`config.mk`:
```
export PLATFORM = sky130hd
export DESIGN_NAME = basilisk_writeback
export DESIGN_NICKNAME = d
export VERILOG_FILES = /design/src/rtl/basilisk_writeback.sv
export SDC_FILE = /design/constraint.sdc
export NUM_CORES = 1
export LEC_CHECK = 0
export CORE_MARGIN = 4
export CORE_UTILIZATION = 54
export CTS_CLUSTER_DIAMETER = 40
export DETAILED_ROUTE_END_ITERATION = 10
export PLACE_DENSITY_LB_ADDON = 0.15
export REMOVE_ABC_BUFFERS = 1
export SKIP_LAST_GASP = 1
export SLEW_MARGIN = 20
export SYNTH_ARGS = -nofsm -noshare
export SYNTH_HDL_FRONTEND = slang
export SYNTH_SLANG_ARGS = --single-unit
```
`constraint.sdc`:
```
create_clock -name clk -period 15.6 [get_ports clk]
set_input_delay 1.56 -clock clk [delete_from_list [all_inputs] [get_ports clk]]
set_output_delay 1.56 -clock clk [all_outputs]
set_load 0.01 [all_outputs]
```
`src/rtl/basilisk_writeback.sv`:
```
// basilisk_writeback: round-robin writeback of execution-unit results
// into the vector register file, with per-register part completion.
module basilisk_writeback #(
  parameter int PORTS        = 6,
  parameter int PARTS        = 4,
  parameter int OFFSET_WIDTH = 2
) (
  input  logic                                  clk,
  input  logic                                  rst,
  input  logic [PORTS-1:0]                      result_valid,
  output logic [PORTS-1:0]                      result_ready,
  input  logic [PORTS*(37+OFFSET_WIDTH)-1:0]    result_data,
  output logic                                  wb_enable,
  output logic [4:0]                            wb_reg_addr,
  output logic [OFFSET_WIDTH-1:0]               wb_offset_addr,
  output logic [31:0]                           wb_data,
  output logic                                  complete_valid,
  output logic [4:0]                            complete_reg_addr,
  output logic                                  overlap_error
);

  localparam int DW = 37 + OFFSET_WIDTH;
  localparam int PW = (PORTS > 1) ? $clog2(PORTS) : 1;

  typedef struct packed {
    logic [4:0]              dest_reg_addr;
    logic [OFFSET_WIDTH-1:0] dest_offset_addr;
    logic [31:0]             value;
  } basilisk_writeback_result_t;

  logic [PW-1:0]              r_ptr;
  logic [PARTS-1:0]           r_mask [32];

  logic                       w_found;
  logic [PW-1:0]              w_grant;
  basilisk_writeback_result_t w_sel;
  logic [PARTS-1:0]           w_cur;
  logic [PARTS-1:0]           w_bit;
  logic [PARTS-1:0]           w_new;
  logic                       w_dup;
  logic                       w_done;

  always_comb begin : arb
    int idx;
    w_found = 1'b0;
    w_grant = '0;
    idx     = 0;
    for (int i = 0; i < PORTS; i++) begin
      idx = (int'(r_ptr) + i) % PORTS;
      if (!w_found && result_valid[idx]) begin
        w_found = 1'b1;
        w_grant = PW'(idx);
      end
    end
  end

  assign result_ready = w_found ? (PORTS'(1) << w_grant) : '0;
  assign w_sel = basilisk_writeback_result_t'(
    result_data[int'(w_grant)*DW +: DW]);

  // Out-of-range offsets yield an empty bit and count as overlap.
  assign w_cur  = r_mask[w_sel.dest_reg_addr];
  assign w_bit  = (int'(w_sel.dest_offset_addr) < PARTS)
                ? (PARTS'(1) << w_sel.dest_offset_addr) : '0;
  assign w_dup  = (w_bit == '0) || ((w_cur & w_bit) != '0);
  assign w_new  = w_cur | w_bit;
  assign w_done = !w_dup && (w_new == '1);

  always_ff @(posedge clk or posedge rst) begin
    if (rst) begin
      r_ptr             <= '0;
      wb_enable         <= 1'b0;
      wb_reg_addr       <= '0;
      wb_offset_addr    <= '0;
      wb_data           <= '0;
      complete_valid    <= 1'b0;
      complete_reg_addr <= '0;
      overlap_error     <= 1'b0;
      for (int i = 0; i < 32; i++) begin
        r_mask[i] <= '0;
      end
    end else begin
      wb_enable      <= w_found;
      complete_valid <= w_found && w_done;
      if (w_found) begin
        wb_reg_addr    <= w_sel.dest_reg_addr;
        wb_offset_addr <= w_sel.dest_offset_addr;
        wb_data        <= w_sel.value;
        r_ptr <= (w_grant == PW'(PORTS - 1)) ? '0 : w_grant + PW'(1);
        if (w_dup) begin
          overlap_error <= 1'b1;
        end else if (w_done) begin
          r_mask[w_sel.dest_reg_addr] <= '0;
          complete_reg_addr           <= w_sel.dest_reg_addr;
        end else begin
          r_mask[w_sel.dest_reg_addr] <= w_new;
        end
      end
    end
  end

endmodule

```
==> metrics.md, run 1 <==
| Metric | Value |
|---|---|
| Cell taking the most area after synthesis | `dfrtp_1` |
| Achievable frequency | `107 MHz` |
| Setup WS pre-CTS | `6310 ps` |
| Clk_lat worst skew | `430 ps` |
| I/O pin cnt | `295` |
| Most frequent cells in the layout | `clkdlybuf4s50_1 (294), dfrtp_1 (178), mux2_1 (116)` |
| Drt via density | `6.58` |
| Yosys top cell area share | `38.7%` |
| Slew HR | `29.9%` |
| GP Congestion | `1.01` |
| Max-Cap Viols | `0` |
| P&R area growth vs syn | `31.9%` |
| Maximum clock insertion buffer count | `2` |
| Final Hold Fails | `0` |
| CTS root buf | `clkbuf_16` |
| Total grt overflow | `0` |
| Critical Path Sink Type | `register` |
| H-tree Lvls | `4` |
| R2R depth | `24` |
| Grt met2 use | `55.8%` |
| M1 GR Usage | `44.0%` |
| Worst Hold Depth | `1` |
| Tot GR Track Use | `34.0%` |
| Post-synth EDFFs | `0` |
| Via count | `10600` |
| Worst-Margin Slew | `1050 ps` |
| DRC violations left | `0` |
| Setup Buffers After CTS | `0` |
| Final period utilization | `59.7%` |
| CP Class | `register to register` |
| Clock Sinks | `178` |
| Wire length of the first global-routing pass | `63200 microns` |
| Filler cell count in the final layout | `1532` |
| Routed WL | `41700 microns` |
| Main synth FF type | `dfrtp_1` |
| Core area | `21000 sq um` |
| Nets@finish | `1583` |
| Starting DRT DRC Count | `1461` |
| Routed length per instance | `25.7 microns` |
| TritonCTS clock tree | `done` |
| Antenna-violating nets left | `0` |
| Status | `finished clean` |
| Busiest grt layer | `met2` |
| Worst-path clk slew | `70 ps` |
| Seq cells post-synth | `178` |
| Synth area leaders | `dfrtp_1 (39%), mux2_1 (11%), mux2i_1 (6.4%), a222oi_1 (3.9%), a21oi_1 (2.3%)` |
| Number of global-route vias before repair | `10500` |
| Minimum clock period | `9310 ps` |
| Crit-path max FO | `39` |
| Initial antenna violation count | `4` |
| Sequential share of the synthesized area | `38.7%` |
| Ys Warns | `0` |
| Core Rows | `53` |
| Die Wd | `154 microns` |
| Final setup fails | `0` |
| Largest net degree at the start of global routing | `102` |
| Post_cts resized | `0` |
| Async SR Flop Fraction | `100%` |
| Die footprint | `23700 sq um` |
| Grt met3 use | `7.26%` |
| Post-Syn Instances | `1079` |
| First-pass DRT Iterations | `7` |
| Die Ht | `154 microns` |
| I/O Buffers | `294` |
| Post-Syn Area | `11500 sq um` |
| Post-CTS Hold Fix Bufs | `0` |
| Worst Setup Start Kind | `register` |
| PnR worst setup slack | `6290 ps` |
| Slew Limit Fails | `0` |
| Crit path required time | `15910 ps` |
| Worst EP arrival | `9620 ps` |
| RSZ-0062 raised after global routing | `false` |
| Layout cells sized above 1 | `11.6%` |
| Setup Skew | `13.4 ps` |
| Num CTS Buffers | `17` |
| Avg Cell Area, Syn | `10.7 sq um` |
| Setup tns final | `0 ps` |
| HP Class | `register to register` |
| Post-synthesis cell type count | `101` |
| DPL Wire Length | `29900 microns` |
| Starting Density | `54.8%` |
| Commonest non-fill, non-tap cell in the layout | `clkdlybuf4s50_1` |
-- state kept, by name (all words and copies together) (netlist names) --
| name | flops |
|---|---|
| complete_reg_addr | 5 |
| overlap_error | 1 |
| r_ptr | 3 |
| wb_data | 32 |
| wb_reg_addr | 5 |
| wb_offset_addr | 2 |
| wb_enable | 1 |
| r_mask | 128 |
| complete_valid | 1 |
-- layout make-up --
| class | instances | area [sq um] | area share, % |
|---|---|---|---|
| flip-flops and latches | 178 | 4450 | 29.3 |
| clock buffers | 18 | 439 | 2.89 |
| multi-input cells | 795 | 6580 | 43.4 |
| clock inverters | 14 | 168 | 1.10 |
| well taps | 275 | 344 | 2.27 |
| repair buffers | 315 | 3100 | 20.4 |
| diodes | 4 | 10.0 | 0.0659 |
| inverters | 20 | 80.1 | 0.527 |
-- kinds of logic (layout without fill, tap and decap cells) --
kind of cell | after synthesis | after routing | share of synthesized area [%]
multiplexers | 218 | 218 | 20.9
buffers and inverters | 106 | 367 | 4.51
XOR/XNOR | 5 | 5 | 0.576
AND/OR/NAND/NOR | 275 | 275 | 14.1
AO/OA/AOI/OAI | 283 | 283 | 19.7
other | 0 | 4 | 0
flip-flops | 178 | 178 | 38.7
adder cells (fa/ha/maj) | 14 | 14 | 1.52
-- metal layers --
layer  share of wire (%)  vias to the layer above
li1                    -                     4716
met1                  40                     5297
met2                  49                      549
met3                 8.2                       85
met4                 3.3                        0
met5                   0                        -
-- worst max-delay path: stages (launching register included) --
cell	delay, ps
dfrtp_1	700
inv_1	240
ha_1	380
a21o_1	270
ha_1	290
nand2b_1	210
and3_1	230
a211oi_2	460
nor3_1	190
or2_2	380
a31oi_1	230
o32a_2	810
a21oi_1	160
a22oi_4	170
buf_4	520
buf_4	610
inv_2	260
a211oi_1	310
o32a_1	200
nand3_1	380
or4_1	600
nor4b_4	160
buf_4	300
or4_1	700
mux2_4	340
-- cell usage after synthesis, types with 6 or more instances --
master / number
a31oi_1: 10
nand4_1: 9
or3_1: 11
a21oi_1: 54
nand2_1: 56
nor2_1: 49
o31a_1: 7
inv_2: 6
dfrtp_1: 178
mux2_1: 116
mux2i_1: 74
a22o_1: 6
a311oi_1: 7
nand3_1: 43
nor2b_1: 8
a211oi_1: 7
buf_6: 7
mux2_4: 8
buf_2: 18
inv_1: 12
nand2b_1: 7
or4_1: 8
nor3_1: 20
nor3_2: 17
ha_1: 14
a221oi_1: 20
mux2_2: 17
a222oi_1: 45
o21ai_0: 28
clkbuf_1: 52
a21boi_0: 14
-- path summary, 6_finish.rpt --
kind | startpoint | to | slack [ps]
max in group asynchronous | rst | r_mask[51] | 12580
min in group asynchronous | rst | r_mask[114] | 1710
setup / recovery | r_ptr[2] | r_mask[63] | 6290
hold reg to reg | overlap_error | overlap_error | 460
setup reg to reg | r_ptr[2] | r_mask[63] | 6290
hold / removal | overlap_error | overlap_error | 460
-- stage by stage --
step	hold slack (ps)	instances	cell area, sq um	utilization, %
after floorplan	450	993	11100	-
after global placement	450	1583	14600	69.3
after detailed placement	446	1583	14600	69.3
after CTS	462	1615	15200	72.2
after global routing	486	1619	15200	72.2
final	461	1619	15200	72.2
Power of run 1 is not shown: default switching activity piles up to over one toggle a cycle in this logic, so the estimate is an artifact.
==> run 2: changes to the inputs <==
--- a/config.mk
+++ b/config.mk
@@ -6,7 +6,7 @@
 export NUM_CORES = 1
 export LEC_CHECK = 0
 export CORE_MARGIN = 4
-export CORE_UTILIZATION = 54
+export CORE_UTILIZATION = 50
 export CTS_CLUSTER_DIAMETER = 40
 export DETAILED_ROUTE_END_ITERATION = 10
 export PLACE_DENSITY_LB_ADDON = 0.15
==> constraint.sdc (replaced) <==
create_clock -name clk -period 9.65 [get_ports clk]
set_input_delay 0.965 -clock clk [delete_from_list [all_inputs] [get_ports clk]]
set_output_delay 0.965 -clock clk [all_outputs]
set_load 0.01 [all_outputs]
==> run 2 against run 1 <==
Against the previous run:
- sequential share of layout area decreased by 0.084 points
- die area increased by 7.6%
- final area increased by 0.29%
- critical path type unchanged
- setup slack got worse by 5100 ps
- fmax increased by 10%
- clock skew increased by 4.6 ps
- count of clock-buffer cells in the layout unchanged
- non-clock buffer count unchanged
==> metrics.md, run 2 (synthesis gave the netlist of run 1 again) <==
| Metric | Value |
|---|---|
| Status | `finished clean (unchanged)` |
| R2r endpoint | `r_mask[31] (was r_mask[63])` |
| PnR worst setup slack | `1190 ps (was 6290 ps)` |
| Routed length per instance | `26.0 microns (was 25.7 microns)` |
| Worst-Margin Slew | `1130 ps (was 1050 ps)` |
| Core area | `22600 sq um (was 21000 sq um)` |
| Setup WS pre-CTS | `1420 ps (was 6310 ps)` |
| Max reg flops | `128 (unchanged)` |
| Most frequent cells in the layout | `clkdlybuf4s50_1 (294), dfrtp_1 (178), mux2_1 (116) (unchanged)` |
| Minimum clock period | `8460 ps (was 9310 ps)` |
| Critical path origin | `r_ptr[1] (was r_ptr[2])` |
| Setup Skew | `18.0 ps (was 13.4 ps)` |
| Die Ht | `160 microns (was 154 microns)` |
| CP Class | `register to register (unchanged)` |
| Clk_lat worst skew | `440 ps (was 430 ps)` |
| Final setup fails | `0 (unchanged)` |
| Die Wd | `160 microns (was 154 microns)` |
| DRC violations left | `0 (unchanged)` |
| Busiest grt layer | `met2 (unchanged)` |
| R2R depth | `24 (unchanged)` |
| First-pass DRT Iterations | `10 (was 7)` |
| R2R Path Start | `r_ptr[1] (was r_ptr[2])` |
| Final period utilization | `87.6% (was 59.7%)` |
| Layout cells sized above 1 | `11.6% (unchanged)` |
| Commonest non-fill, non-tap cell in the layout | `clkdlybuf4s50_1 (unchanged)` |
| Dpl cells | `1593 (was 1583)` |
| Achievable frequency | `118 MHz (was 107 MHz)` |
| Wire length of the first global-routing pass | `64600 microns (was 63200 microns)` |
| Core Rows | `55 (was 53)` |
| Antenna-violating nets left | `0 (unchanged)` |
| HP Class | `register to register (unchanged)` |
| Setup tns final | `0 ps (unchanged)` |
| Slew Limit Fails | `0 (unchanged)` |
| Num CTS Buffers | `17 (unchanged)` |
| Post_cts resized | `0 (unchanged)` |
| Grt met3 use | `7.79% (was 7.26%)` |
| P&R area growth vs syn | `32.3% (was 31.9%)` |
| Maximum clock insertion buffer count | `2 (unchanged)` |
| Clock Sinks | `178 (unchanged)` |
| Non-filler cells, final | `1631 (was 1619)` |
| Final Hold Fails | `0 (unchanged)` |
| Worst-path clk slew | `80 ps (was 70 ps)` |
| M1 GR Usage | `39.8% (was 44.0%)` |
| Post-CTS Hold Fix Bufs | `0 (unchanged)` |
| Setup Buffers After CTS | `0 (unchanged)` |
| Via count | `10600 (about the same)` |
| CTS root buf | `clkbuf_16 (unchanged)` |
| Starting DRT DRC Count | `1296 (was 1461)` |
| Nets@finish | `1583 (unchanged)` |
| Starting Density | `50.8% (was 54.8%)` |
| Crit-path max FO | `73 (was 39)` |
| TritonCTS clock tree | `done (unchanged)` |
| I/O pin cnt | `295 (unchanged)` |
| Die footprint | `25500 sq um (was 23700 sq um)` |
| Critical Path Sink Type | `register (unchanged)` |
| Routed WL | `42300 microns (was 41700 microns)` |
| Drt via density | `6.49 (was 6.58)` |
| Total grt overflow | `0 (unchanged)` |
| Largest regs | `r_mask (128), wb_data (32) (unchanged)` |
| Largest net degree at the start of global routing | `112 (was 102)` |
| GP Congestion | `0.969 (was 1.01)` |
| Max-Cap Viols | `0 (unchanged)` |
| Tot GR Track Use | `32.2% (was 34.0%)` |
| I/O Buffers | `294 (unchanged)` |
| Critical Path Sink | `r_mask[31] (was r_mask[63])` |
| Worst R2R Setup Slack | `1190 ps (was 6290 ps)` |
| RSZ-0062 raised after global routing | `false (unchanged)` |
| Initial antenna violation count | `5 (was 4)` |
| Slew HR | `24.6% (was 29.9%)` |
| Crit path required time | `9960 ps (was 15910 ps)` |
| Biggest register | `r_mask (unchanged)` |
| DPL Wire Length | `31300 microns (was 29900 microns)` |
| Worst EP arrival | `8760 ps (was 9620 ps)` |
| Grt met2 use | `54.0% (was 55.8%)` |
| Number of global-route vias before repair | `10500 (about the same)` |
| Worst Setup Start Kind | `register (unchanged)` |
| H-tree Lvls | `4 (unchanged)` |
==> run 2: changes by cell type in the layout (fill, tap and decap cells not counted) <==
cell / change
bufinv_16: -1
buf_6: -1
clkinv_2: -1
buf_12: +1
clkinv_8: +4
inv_6: -1
clkinvlp_4: -2
inv_8: +1
diode_2: +2
==> run 2: routing by layer <==
layer | routed length (microns) | part of all wire (%) | vias up
met2 | 20700 | 49 | 520
met3 | 3310 | 7.8 | 103
met1 | 16400 | 39 | 5233
met5 | 0 | 0 | -
met4 | 1990 | 4.7 | 0
li1 | - | - | 4722
==> run 2: worst min-delay path by stage <==
| stage | startpoint | end | slack (ps) | cells past startpoint |
|---|---|---|---|---|
| finish | overlap_error | overlap_error | 480 | 1 |
| global route | overlap_error | overlap_error | 500 | 1 |
| CTS | overlap_error | overlap_error | 480 | 1 |
| detailed placement | overlap_error | overlap_error | 470 | 1 |
| global placement | r_mask[17] | r_mask[17] | 460 | 1 |
| floorplan | r_mask[16] | r_mask[16] | 450 | 1 |
==> run 2: layout make-up <==
type	count	area, sq um
Fill cell	1745	7410
Multi-Input combinational cell	795	6580
Clock buffer	18	439
Sequential cell	178	4450
Antenna cell	6	15.0
Inverter	20	82.6
Timing Repair Buffer	315	3110
Tap cell	285	357
Clock inverter	14	183
==> run 2: through the flow <==
stage / utilization [%] / area [sq um] / hold WS (ps)
2_1_floorplan: - / 11100 / 450
3_3_place_gp: 64.4 / 14600 / 462
3_5_place_dp: 64.4 / 14600 / 468
4_1_cts: 67.2 / 15200 / 483
5_1_grt: 67.2 / 15200 / 504
6_report: 67.3 / 15200 / 479
==> run 2: critical path, stage by stage (launching register included) <==
cell      delay (ps)
dfrtp_1          630
inv_2            200
ha_1             340
a21oi_1          420
inv_2            120
ha_1             300
nand2b_1         190
o211a_1          230
or3_1            390
nor3_4           250
nor3_2           150
a31oi_1          200
o32a_2           790
a21oi_1          160
a22oi_4          200
buf_12           410
inv_2            250
a211oi_1         330
o32a_1           220
nand3_1          340
or4_1            580
nor4b_4          160
buf_4            300
or4_1            700
mux2_4           350
Power of run 2 is left out for the same reason.
==> run 3: changes to the inputs <==
--- a/config.mk
+++ b/config.mk
@@ -5,7 +5,8 @@
 export SDC_FILE = /design/constraint.sdc
 export NUM_CORES = 1
 export LEC_CHECK = 0
-export CORE_MARGIN = 4
+export CAP_MARGIN = 20
+export CORE_MARGIN = 10
 export CORE_UTILIZATION = 50
 export CTS_CLUSTER_DIAMETER = 40
 export DETAILED_ROUTE_END_ITERATION = 10
==> run 3 against run 2 <==
Against the previous run:
- clock skew increased by 5.1 ps
- fmax decreased by 2.5%
- final cell count increased by 0.49%
==> metrics.md, run 3 (synthesis gave the netlist of run 1 again) <==
| Metric | Value |
|---|---|
| Max-Cap Viols | `0 (unchanged)` |
| Final period utilization | `89.9% (was 87.6%)` |
| Initial antenna violation count | `8 (was 5)` |
| Number of global-route vias before repair | `10400 (was 10500)` |
| Final Hold Fails | `0 (unchanged)` |
| Clk_lat worst skew | `440 ps (about the same)` |
| TritonCTS clock tree | `done (unchanged)` |
| Maximum clock insertion buffer count | `2 (unchanged)` |
| Worst R2R Setup Slack | `980 ps (was 1190 ps)` |
| Layout cells sized above 1 | `11.8% (was 11.6%)` |
| Total grt overflow | `0 (unchanged)` |
| Worst EP arrival | `8980 ps (was 8760 ps)` |
| Post_cts resized | `0 (unchanged)` |
| Largest net degree at the start of global routing | `106 (was 112)` |
| Tot GR Track Use | `28.6% (was 32.2%)` |
| Die Ht | `172 microns (was 160 microns)` |
| Post-CTS Hold Fix Bufs | `0 (unchanged)` |
| Crit-path max FO | `37 (was 73)` |
| Nets@finish | `1589 (was 1583)` |
| Slew HR | `29.2% (was 24.6%)` |
| Die footprint | `29500 sq um (was 25500 sq um)` |
| Wire length of the first global-routing pass | `64900 microns (was 64600 microns)` |
| R2R Path Start | `r_ptr[0] (was r_ptr[1])` |
| Setup Skew | `23.1 ps (was 18.0 ps)` |
| Commonest non-fill, non-tap cell in the layout | `clkdlybuf4s50_1 (unchanged)` |
| Crit path required time | `9960 ps (about the same)` |
| Slowest Stage Delay on Critical Path | `840 ps (was 790 ps)` |
| Non-filler cells, final | `1639 (was 1631)` |
| First-pass DRT Iterations | `8 (was 10)` |
| CTS root buf | `clkbuf_16 (unchanged)` |
| R2r endpoint | `r_mask[37] (was r_mask[31])` |
| H-tree Lvls | `4 (unchanged)` |
| Starting DRT DRC Count | `1299 (was 1296)` |
| Drt via density | `6.50 (was 6.49)` |
| WP depth | `22 (was 24)` |
| Dpl cells | `1599 (was 1593)` |
| Setup tns final | `0 ps (unchanged)` |
| DPL Wire Length | `32900 microns (was 31300 microns)` |
| CP Class | `register to register (unchanged)` |
| Minimum clock period | `8670 ps (was 8460 ps)` |
| GP Congestion | `0.976 (was 0.969)` |
| Num CTS Buffers | `17 (unchanged)` |
| Die Wd | `172 microns (was 160 microns)` |
| CP cell instances | `inv_1 > ha_1 > xor2_2 > inv_2 > ha_1 > nand2b_1 > o211a_1 > o21ai_1 > a22oi_1 > nor3_2 > a31oi_1 > o32a_2 > a31o_2 > o41ai_4 > nand3_1 > o32a_1 > nand3_1 > or4_1 > nor4b_4 > buf_4 > or3_1 > mux2_1 (was inv_2 > ha_1 > a21oi_1 > inv_2 > ha_1 > nand2b_1 > o211a_1 > or3_1 > nor3_4 > nor3_2 > a31oi_1 > o32a_2 > a21oi_1 > a22oi_4 > buf_12 > inv_2 > a211oi_1 > o32a_1 > nand3_1 > or4_1 > nor4b_4 > buf_4 > or4_1 > mux2_4)` |
| Core area | `22600 sq um (unchanged)` |
| Critical Path Sink | `r_mask[37] (was r_mask[31])` |
| R2R depth | `22 (was 24)` |
| Starting Density | `50.8% (unchanged)` |
| Biggest register | `r_mask (unchanged)` |
| Setup Buffers After CTS | `0 (unchanged)` |
| Routed WL | `43800 microns (was 42300 microns)` |
| RSZ-0062 raised after global routing | `false (unchanged)` |
| Largest regs | `r_mask (128), wb_data (32) (unchanged)` |
| CP top delay family | `compound AO/OA/AOI/OAI gates (was simple AND/OR/NAND/NOR gates)` |
| Worst Setup Start Kind | `register (unchanged)` |
| Max reg flops | `128 (unchanged)` |
| DRC violations left | `0 (unchanged)` |
| HP Class | `register to register (unchanged)` |
| Critical Path Sink Type | `register (unchanged)` |
| Most frequent cells in the layout | `clkdlybuf4s50_1 (294), dfrtp_1 (178), mux2_1 (116) (unchanged)` |
| Via count | `10700 (was 10600)` |
| Routed length per instance | `26.7 microns (was 26.0 microns)` |
| I/O Buffers | `294 (unchanged)` |
| Achievable frequency | `115 MHz (was 118 MHz)` |
| I/O pin cnt | `295 (unchanged)` |
| Slew Limit Fails | `0 (unchanged)` |
| Critical path origin | `r_ptr[0] (was r_ptr[1])` |
| Filler cell count in the final layout | `1759 (was 1745)` |
| Worst-path clk slew | `90 ps (was 80 ps)` |
| Antenna-violating nets left | `0 (unchanged)` |
| Count of buffer and inverter cells on the critical path | `3 (was 5)` |
| Status | `finished clean (unchanged)` |
| Final setup fails | `0 (unchanged)` |
| Slowest CP cell | `nor4b_4 (was o32a_2)` |
| Worst-Margin Slew | `1060 ps (was 1130 ps)` |
| Core Rows | `55 (unchanged)` |
| Clock Sinks | `178 (unchanged)` |
| P&R area growth vs syn | `32.3% (about the same)` |
==> run 3: cell count changes in the layout (fill, tap and decap cells not counted) <==
| cell | previous run | this run |
|---|---|---|
| diode_2 | 6 | 9 |
| clkinv_4 | 1 | 2 |
| clkinv_8 | 7 | 3 |
| inv_8 | 4 | 5 |
| clkinvlp_4 | 0 | 1 |
| and3_2 | 1 | 0 |
| buf_4 | 20 | 26 |
| and3_1 | 4 | 5 |
| inv_6 | 3 | 4 |
| clkbuf_8 | 1 | 0 |
==> run 3: cell type report <==
type                    instances  area [sq um]  share of cell area, %
repair buffers                321          3160                   20.7
flip-flops and latches        178          4450                   29.2
well taps                     285           357                   2.34
inverters                      20          80.1                  0.526
multi-input cells             795          6580                   43.2
clock inverters                14           156                   1.03
clock buffers                  17           425                   2.79
diodes                          9          22.5                  0.148
==> run 3: stage by stage <==
| step | hold WS [ps] | instance area, sq um | setup slack, ps | utilization (%) |
|---|---|---|---|---|
| 2_1_floorplan | 450 | 11100 | 89.9 | - |
| 3_3_place_gp | 465 | 14600 | 1290 | 64.6 |
| 3_5_place_dp | 458 | 14600 | 1140 | 64.6 |
| 4_1_cts | 472 | 15200 | 1090 | 67.2 |
| 5_1_grt | 487 | 15200 | 499 | 67.3 |
| 6_report | 465 | 15200 | 977 | 67.3 |
==> run 3: worst min path at each step <==
| stage | from | end | slack, ps | cells after the start |
|---|---|---|---|---|
| final | overlap_error | overlap_error | 460 | 1 |
| after global routing | overlap_error | overlap_error | 490 | 1 |
| after CTS | overlap_error | overlap_error | 470 | 1 |
| after detailed placement | overlap_error | overlap_error | 460 | 1 |
| after global placement | wb_offset_addr[1] | wb_offset_addr[1] | 470 | 1 |
| after floorplan | r_mask[16] | r_mask[16] | 450 | 1 |
==> run 3: metal layers <==
layer / part of all wire (%) / up-vias / track usage (%)
met4: 3.2 / 0 / 11.1
met3: 8.7 / 82 / 6.60
li1: - / 4751 / -
met2: 50 / 498 / 48.9
met1: 38 / 5325 / 34.2
met5: 0 / - / 0
==> run 3: worst register-to-register path: stages, from the launching register on <==
cell	delay [ps]
dfrtp_1	820
inv_1	320
ha_1	330
xor2_2	280
inv_2	90
ha_1	270
nand2b_1	190
o211a_1	240
o21ai_1	280
a22oi_1	200
nor3_2	460
a31oi_1	160
o32a_2	530
a31o_2	390
o41ai_4	670
nand3_1	340
o32a_1	420
nand3_1	360
or4_1	240
nor4b_4	840
buf_4	470
or3_1	290
mux2_1	350
Power of run 3 is left out for the same reason.
==> edit (flow settings as in run 2) <==
`OFFSET_WIDTH`: 2 -> 3.
--- a/src/rtl/basilisk_writeback.sv
+++ b/src/rtl/basilisk_writeback.sv
@@ -3,7 +3,7 @@
 module basilisk_writeback #(
   parameter int PORTS        = 6,
   parameter int PARTS        = 4,
-  parameter int OFFSET_WIDTH = 2
+  parameter int OFFSET_WIDTH = 3
 ) (
   input  logic                                  clk,
   input  logic                                  rst,
Ports: changed (resized result_data and wb_offset_addr); port bits go from 295 to 302. The function was not compared with the original's and may differ.
==> edit against run 2 <==
Wire length increased by 22%. Sequential cell count is 1 higher. Synthesized cell count up 9.5%. Area after synthesis rose by 1.8%. Clock skew decreased by 0.0024 ns. Design area up 3.3%. Global-route usage grew 5.7 points. Via count grew 16%. Worst setup slack lost 0.39 ns.
Power is not shown: default switching activity piles up to over one toggle a cycle in this logic, so the estimate is an artifact.
==> edit: results (changes against run 2) <==
GRT:
- The met3 capacity usage during global routing is 7.53% (was 7.79%).
- The global-route wire length before repair is 76100 um (was 64600 um).
- The global router's overall resource usage is 38.0% (was 32.2%).
- The global routing usage on met1 came to 51.2% (was 39.8%).

Placed design:
- The number of I/O port buffers came to 301 (was 294).
- The routability congestion estimate is 1.02 (was 0.969).
- The cell area after placement is 0.0151 mm2 (was 0.0146 mm2).
- The instance count after placement with tap cells included came to 1744 (was 1593).
- The sum of net half-perimeters after detailed placement is 38000 um (was 31300 um).

Synthesis:
- Synth cell count leaders: dfrtp_1, o21ai_0, nand2_1, nor2_1, mux2_2 (was dfrtp_1, mux2_1, mux2i_1, nand2_1, a21oi_1).
- The distinct cell type count after synthesis came to 96 (was 101).
- The mux contribution to synthesized area is 11.5% (was 20.9%).
- The average cell area after synthesis was 9.92 um2 (was 10.7 um2).
- The area fraction in compound gates after synthesis was 30.6% (was 19.7%).
- The register area share after synthesis came to 38.2% (was 38.7%).
- Top cells by area in the synthesized netlist: dfrtp_1, mux2_2, a222oi_1 (was dfrtp_1, mux2_1, mux2i_1).
- The post-synthesis share of cell area spent on full adders, half adders and majority gates is 1.50% (was 1.52%).

Final layout:
- The area used by sequential logic in the layout came to 0.00448 mm2 (was 0.00445 mm2).
- The total non-filler cell area in the finished layout is 0.0157 mm2 (was 0.0152 mm2).
- The end-of-flow core utilization is 68.8% (was 67.3%).
- The count of buffers not belonging to the clock network in the layout is 346 (was 315).
- The fill cell instance count of the final layout is 1854 (was 1745).
- The total number of nets in the final design is 1713 (was 1583).
- The share of cells above drive strength 1 is 15.3% (was 11.6%).
- The relative area of clock buffers and inverters in the final design is 3.91% (was 4.08%).
- The combined area of the multi-input logic cells is 0.00675 mm2 (was 0.00658 mm2).

Timing:
- The upper clock frequency limit is 113 MHz (was 118 MHz).
- The smallest hold slack is 0.490 ns (was 0.479 ns).
- The post-route clock skew is 0.0156 ns (was 0.0180 ns).

Detailed routing:
- The met3 wire length is 5310 um (was 3310 um).
- The average via count per standard cell came to 6.88 (was 6.49).
- The routed length on met1 is 20300 um (was 16400 um).

Min path:
- The startpoint of the worst hold path is r_mask[76] (was overlap_error).
- The end of the worst hold path was r_mask[76] (was overlap_error).

Outcome:
- Outcome: finished, final reports clean (unchanged).

Critical path:
- The start point of the critical path is r_ptr[0] (was r_ptr[1]).
- The endpoint of the most critical setup path was r_mask[53] (was r_mask[31]).
- The internal reg-to-reg setup slack is 0.80 ns (was 1.19 ns).
- The startpoint of the worst-slack reg-to-reg timing path is r_ptr[0] (was r_ptr[1]).

CTS:
- The number of clock sinks seen by CTS is 179 (was 178).
## edit: cell count changes after synthesis, moves of 10 or more
cell      change
o31ai_1      +38
and2_1       +11
a21boi_0     +11
a211oi_1     +18
a222oi_1     +10
nor2_1       +16
mux2_2       +47
o21ai_0      +81
mux2_1      -100
nand2_1      +14
nor3_2       -11
mux2i_1      -34
o41ai_1      +19
## edit: worst max-delay path: stages (launching register included)
cell       delay [ns]
dfrtp_1          0.61
ha_1             0.41
xor2_2           0.37
inv_2            0.08
ha_1             0.27
nand2b_1         0.19
or4_1            0.42
a31o_2           0.27
a21bo_2          0.26
a2111oi_4        0.55
and2_1           0.32
mux2i_4          0.40
nor3_1           0.11
a2111oi_2        0.54
or2_0            0.88
buf_4            0.36
nand2_1          0.13
o32a_1           0.35
mux2i_1          0.38
o32ai_1          0.18
a211oi_2         0.42
buf_4            0.21
and2_2           0.57
buf_12           0.27
o41ai_1          0.11
